--- src/rtl/mips_pkg.sv ---
// Shared definitions for the MIPS pipeline: word widths, reset/bubble constants
// and the next-PC selection encoding used by the fetch stage.
package mips_pkg;

  localparam int WORD_W = 32;
  localparam int JIDX_W = 26;

  localparam logic [WORD_W-1:0] RESET_PC = 32'h0000_0000;
  localparam logic [WORD_W-1:0] NOP_WORD = 32'h0000_0000;

  typedef enum logic [2:0] {
    SEQ,
    HOLD,
    BRANCH,
    JUMP,
    RESET
  } next_pc_sel_t;

endpackage

--- src/rtl/if_id_reg.sv ---
// IF/ID pipeline register: captures a fetched word and its PC+4, holds on
// stall and turns into a bubble on flush or reset.
module if_id_reg
  import mips_pkg::*;
#(
  parameter logic [WORD_W-1:0] NOP_WORD = mips_pkg::NOP_WORD
) (
  input  logic              clk,
  input  logic              reset,
  input  logic              load,
  input  logic              flush,
  input  logic [WORD_W-1:0] instr_d,
  input  logic [WORD_W-1:0] pc_plus4_d,
  output logic [WORD_W-1:0] instr,
  output logic [WORD_W-1:0] pc_plus4,
  output logic              valid
);

  // Flush and reset both leave a bubble; neither load nor flush means hold.
  always_ff @(posedge clk) begin
    if (!reset || flush) begin
      instr    <= NOP_WORD;
      pc_plus4 <= '0;
      valid    <= 1'b0;
    end else if (load) begin
      instr    <= instr_d;
      pc_plus4 <= pc_plus4_d;
      valid    <= 1'b1;
    end
  end

endmodule

--- src/rtl/fetch_stage.sv ---
// Instruction-fetch stage: program counter, next-PC priority mux, IF/ID register
// and a counter of valid instructions delivered to decode.
module fetch_stage
  import mips_pkg::*;
#(
  parameter logic [WORD_W-1:0] RESET_PC = mips_pkg::RESET_PC,
  parameter logic [WORD_W-1:0] NOP_WORD = mips_pkg::NOP_WORD,
  parameter int                CNT_W    = 32
) (
  input  logic              clk,
  input  logic              reset,
  output logic [WORD_W-1:0] pc_out,
  input  logic [WORD_W-1:0] instr_in,
  input  logic              stall,
  input  logic              branch_taken,
  input  logic [WORD_W-1:0] branch_target,
  input  logic              jump,
  input  logic [JIDX_W-1:0] jump_index,
  output logic [WORD_W-1:0] if_id_instr,
  output logic [WORD_W-1:0] if_id_pc_plus4,
  output logic              if_id_valid,
  output logic [CNT_W-1:0]  fetch_count
);

  next_pc_sel_t      sel;
  logic [WORD_W-1:0] pc_plus4;
  logic [WORD_W-1:0] next_pc;
  logic              load;
  logic              flush;

  assign pc_plus4 = pc_out + 32'd4;

  // Redirects outrank stall because the stalling instruction is being squashed;
  // a branch outranks a jump since the branch belongs to the older instruction.
  always_comb begin
    sel = SEQ;
    if (!reset)            sel = RESET;
    else if (branch_taken) sel = BRANCH;
    else if (jump)         sel = JUMP;
    else if (stall)        sel = HOLD;
  end

  always_comb begin
    next_pc = pc_plus4;
    case (sel)
      RESET:   next_pc = RESET_PC;
      BRANCH:  next_pc = branch_target;
      JUMP:    next_pc = {if_id_pc_plus4[31:28], jump_index, 2'b00};
      HOLD:    next_pc = pc_out;
      default: next_pc = pc_plus4;
    endcase
  end

  assign load  = (sel == SEQ);
  assign flush = (sel == BRANCH) || (sel == JUMP);

  // Word alignment is enforced here so byte-offset bits of a branch target never reach memory.
  always_ff @(posedge clk) begin
    pc_out <= next_pc & ~32'h3;
  end

  always_ff @(posedge clk) begin
    if (!reset)    fetch_count <= '0;
    else if (load) fetch_count <= fetch_count + CNT_W'(1);
  end

  if_id_reg #(
    .NOP_WORD(NOP_WORD)
  ) u_if_id (
    .clk       (clk),
    .reset     (reset),
    .load      (load),
    .flush     (flush),
    .instr_d   (instr_in),
    .pc_plus4_d(pc_plus4),
    .instr     (if_id_instr),
    .pc_plus4  (if_id_pc_plus4),
    .valid     (if_id_valid)
  );

endmodule

--- config.mk ---
export PLATFORM = sky130hd
export DESIGN_NAME = fetch_stage
export DESIGN_NICKNAME = d
export VERILOG_FILES = /design/src/rtl/mips_pkg.sv /design/src/rtl/if_id_reg.sv /design/src/rtl/fetch_stage.sv
export SDC_FILE = /design/constraint.sdc
export NUM_CORES = 1
export LEC_CHECK = 0
export ABC_AREA = 1
export BUFFER_PORTS_ARGS = -buffer_cell sky130_fd_sc_hd__buf_2
export CAP_MARGIN = 10
export CORE_ASPECT_RATIO = 1.1
export CORE_MARGIN = 2
export CORE_UTILIZATION = 35
export DETAILED_ROUTE_END_ITERATION = 16
export HOLD_SLACK_MARGIN = 0.15
export SYNTH_ARGS = -nofsm -noshare
export SYNTH_HDL_FRONTEND = slang
export SYNTH_SLANG_ARGS = --single-unit
--- constraint.sdc ---
create_clock -name clk -period 2.7 [get_ports clk]
set_clock_uncertainty 0.05 [all_clocks]
set_input_delay 0.81 -clock clk [delete_from_list [all_inputs] [get_ports clk]]
set_output_delay 0.81 -clock clk [all_outputs]
set_load 0.02 [all_outputs]
==> reports/results.ini <==
[timing]
rsz0062_at_grt = no
tightestPinTransition_ns = 0.557
whs_ns = 0.409
final.period_utilization_pct = 74.2
hold_violations = 0
setup_viol = 0
setup_tns_ns = 0
slew-limit-headroom_pct = 62.9
min_period_ns = 2.00
maxSlewViolCount = 0
clock.fmax_mhz = 499

[clock_network]
cts_resized = 0
ctsHoldBuffers = 0
clk_path_buf_depth = 2
clk_latency_ns = 0.42
cts_tree = built
root_buffer = clkbuf_16
numClockSinks = 125
clk_pin_slew_ns = 0.05
h-tree-depth = 4
postCtsSetupBuffers = 0
cts_made_buffers = 17

[grt]
grt_antenna_before_repair = 0
grt_pass1_vias = 5664
grt_max_degree = 71
grt_overflow_total = 0
grt_pass1_wl_um = 28500
grt_usage_pct = 20.0

[synth]
synth.largest_area_cell = dfxtp_1
syn_area_per_cell_um2 = 7.03
yosysSeqAreaShare_pct = 46.5
synth_cell_type_count = 29
synth-seq-cells = 125
post-synth-top-area-fraction_pct = 31.6
synth_cells = 857
synthesis.area_um2 = 6020
yosys-top-cells-area = dfxtp_1, nand2_1, edfxtp_1
synth_warnings = 0

[worst_hold_path]
hold_path.class = flop to flop
worstHoldStart = u_if_id.instr[25]$_SDFFE_PP0N_

[placed_design]
globalplace.congestion = 0.869
dpl.hpwl_um = 13200
port-buffer-count = 217

[power]
leakage_nw = 3.47
ir_worst_vdd_mv = 0.363
powerDensity_nw_per_um2 = 583

[worst_setup_path]
crit_fanout = 7
cp_data_arrival_time_ns = 1.14
criticalPathCategory = flop to primary output
r2r_start = pc_out[3]$_DFFE_PP_
startpoint_type = flop
slowest_delay_ns = 0.50
worst-path-buf-inv = 1
endpoint_kind = primary output
path_cells = buf_2
crit_start = pc_out[17]$_DFFE_PP_
crit_family = flip-flops
crit_slowest_cell = edfxtp_1
worstPathRequired_ns = 1.84

[die]
io_pins = 224
core_region_area_um2 = 17000
dieArea_um2 = 18300
initial_core_util_pct = 35.5
die_y_um = 142
die_x_um = 129
num_rows = 50

[layout]
antenna_cells = 0
fin_nets = 1171
final_core_utilization_pct = 47.0
fill_cells = 1759
drive_gt1_share_pct = 26.2
syn_to_final_growth_pct = 32.4

[routing]
vias = 6209
drc = 0
vias_per_cell = 4.70
drt_iter0_markers = 307
wire_per_inst_um = 13.9
wl_um = 18400
dr.pass1.iters = 5
drtAntennaViolNets = 0

[status]
outcome = completed

[flow_run]
drv_cap = 0

==> cells in the mapped netlist <==
cell        n
clkbuf_1   21
or2_2       7
edfxtp_1   30
buf_4       7
nand3_1    94
buf_2       5
nor2_1    101
o21a_1      3
nor3b_1     1
inv_1      51
xor2_1      4
conb_1      1
nor2_2      7
nor2_4      6
o21ai_1     2
a21oi_1    86
nand2_2     3
xnor2_1     4
and2_1      1
inv_2       2
ha_1        2
nor4_1      1
nor3_1     10
o21ai_0     7
nor3_2      1
dfxtp_1    95
nand2_1   298
nand4_1     6
o21bai_1    1
==> layout make-up <==
| cell class | count | area, µm² | share of cell area [%] |
|---|---|---|---|
| Inverter | 53 | 199 | 2.50 |
| Multi-Input combinational cell | 649 | 2890 | 36.3 |
| Clock buffer | 26 | 543 | 6.81 |
| Tap cell | 234 | 293 | 3.67 |
| Sequential cell | 125 | 2800 | 35.2 |
| Clock inverter | 5 | 50.0 | 0.628 |
| Timing Repair Buffer | 228 | 1190 | 15.0 |
==> placed cells by master, fill, tap and decap left out, drive strengths merged, types with 2 or more instances in the layout <==
master / netlist / routed
a21oi: 86 / 86
buf: 12 / 228
clkbuf: 21 / 26
clkinv: 0 / 4
conb: 1 / 4
dfxtp: 95 / 95
edfxtp: 30 / 30
ha: 2 / 2
inv: 53 / 53
nand2: 301 / 301
nand3: 94 / 94
nand4: 6 / 6
nor2: 114 / 114
nor3: 11 / 11
o21a: 3 / 3
o21ai: 9 / 9
or2: 7 / 7
xnor2: 4 / 4
xor2: 4 / 4
==> final timing paths <==
check,end,slack (ns),depth (start not counted)
setup reg to reg,pc_out[24]$_DFFE_PP_,0.73,8
setup / recovery,pc_out[17],0.70,1
hold reg to reg,u_if_id.instr[25]$_SDFFE_PP0N_,0.41,2
hold / removal,u_if_id.instr[25]$_SDFFE_PP0N_,0.41,2
==> report_power, final <==
group          leakage [nW]  total (mW)  internal [mW]  switching, mW
logic                  2.06       0.335          0.129          0.206
clock network         0.295        2.29           1.47          0.821
registers              1.11        2.02           1.96         0.0556
total                  3.47        4.65           3.56           1.08
==> routing by layer <==
| layer | up-vias | GRT usage, % | wire length [µm] |
|---|---|---|---|
| met5 | - | 0 | 0 |
| met4 | 0 | 8.24 | 406 |
| met3 | 28 | 5.58 | 1280 |
| met2 | 197 | 33.0 | 8650 |
| met1 | 2779 | 24.6 | 8050 |
| li1 | 3205 | - | - |
==> cells by family after synthesis <==
family	synth area share, %
XOR/XNOR	1.16
other	0.0623
flip-flops	46.5
AND/OR/NAND/NOR	37.5
buffers and inverters	5.90
AO/OA/AOI/OAI	8.39
adder cells (fa/ha/maj)	0.415
==> flip-flops by register name (all words and copies together) (netlist names) <==
register	count
pc_out	30
u_if_id.pc_plus4	30
u_if_id.valid	1
fetch_count	32
u_if_id.instr	32
==> through the flow <==
stage	power (mW)	setup slack, ns	instances	area [µm²]
floorplan	2.23	0.454	860	6030
global placement	2.39	0.378	1289	7380
detailed placement	2.40	0.348	1289	7380
CTS	4.71	0.686	1320	7970
global route	4.82	0.566	1320	7970
finish	4.65	0.698	1320	7970
==> worst min-delay path: cells and delay by family, from the launching register on <==
family	cells	cell delay [ns]
AOI/OAI and AO/OA	1	0.05
DFF	1	0.30
and+or+nand+nor	1	0.06
Power figures use the tool's default switching activity.
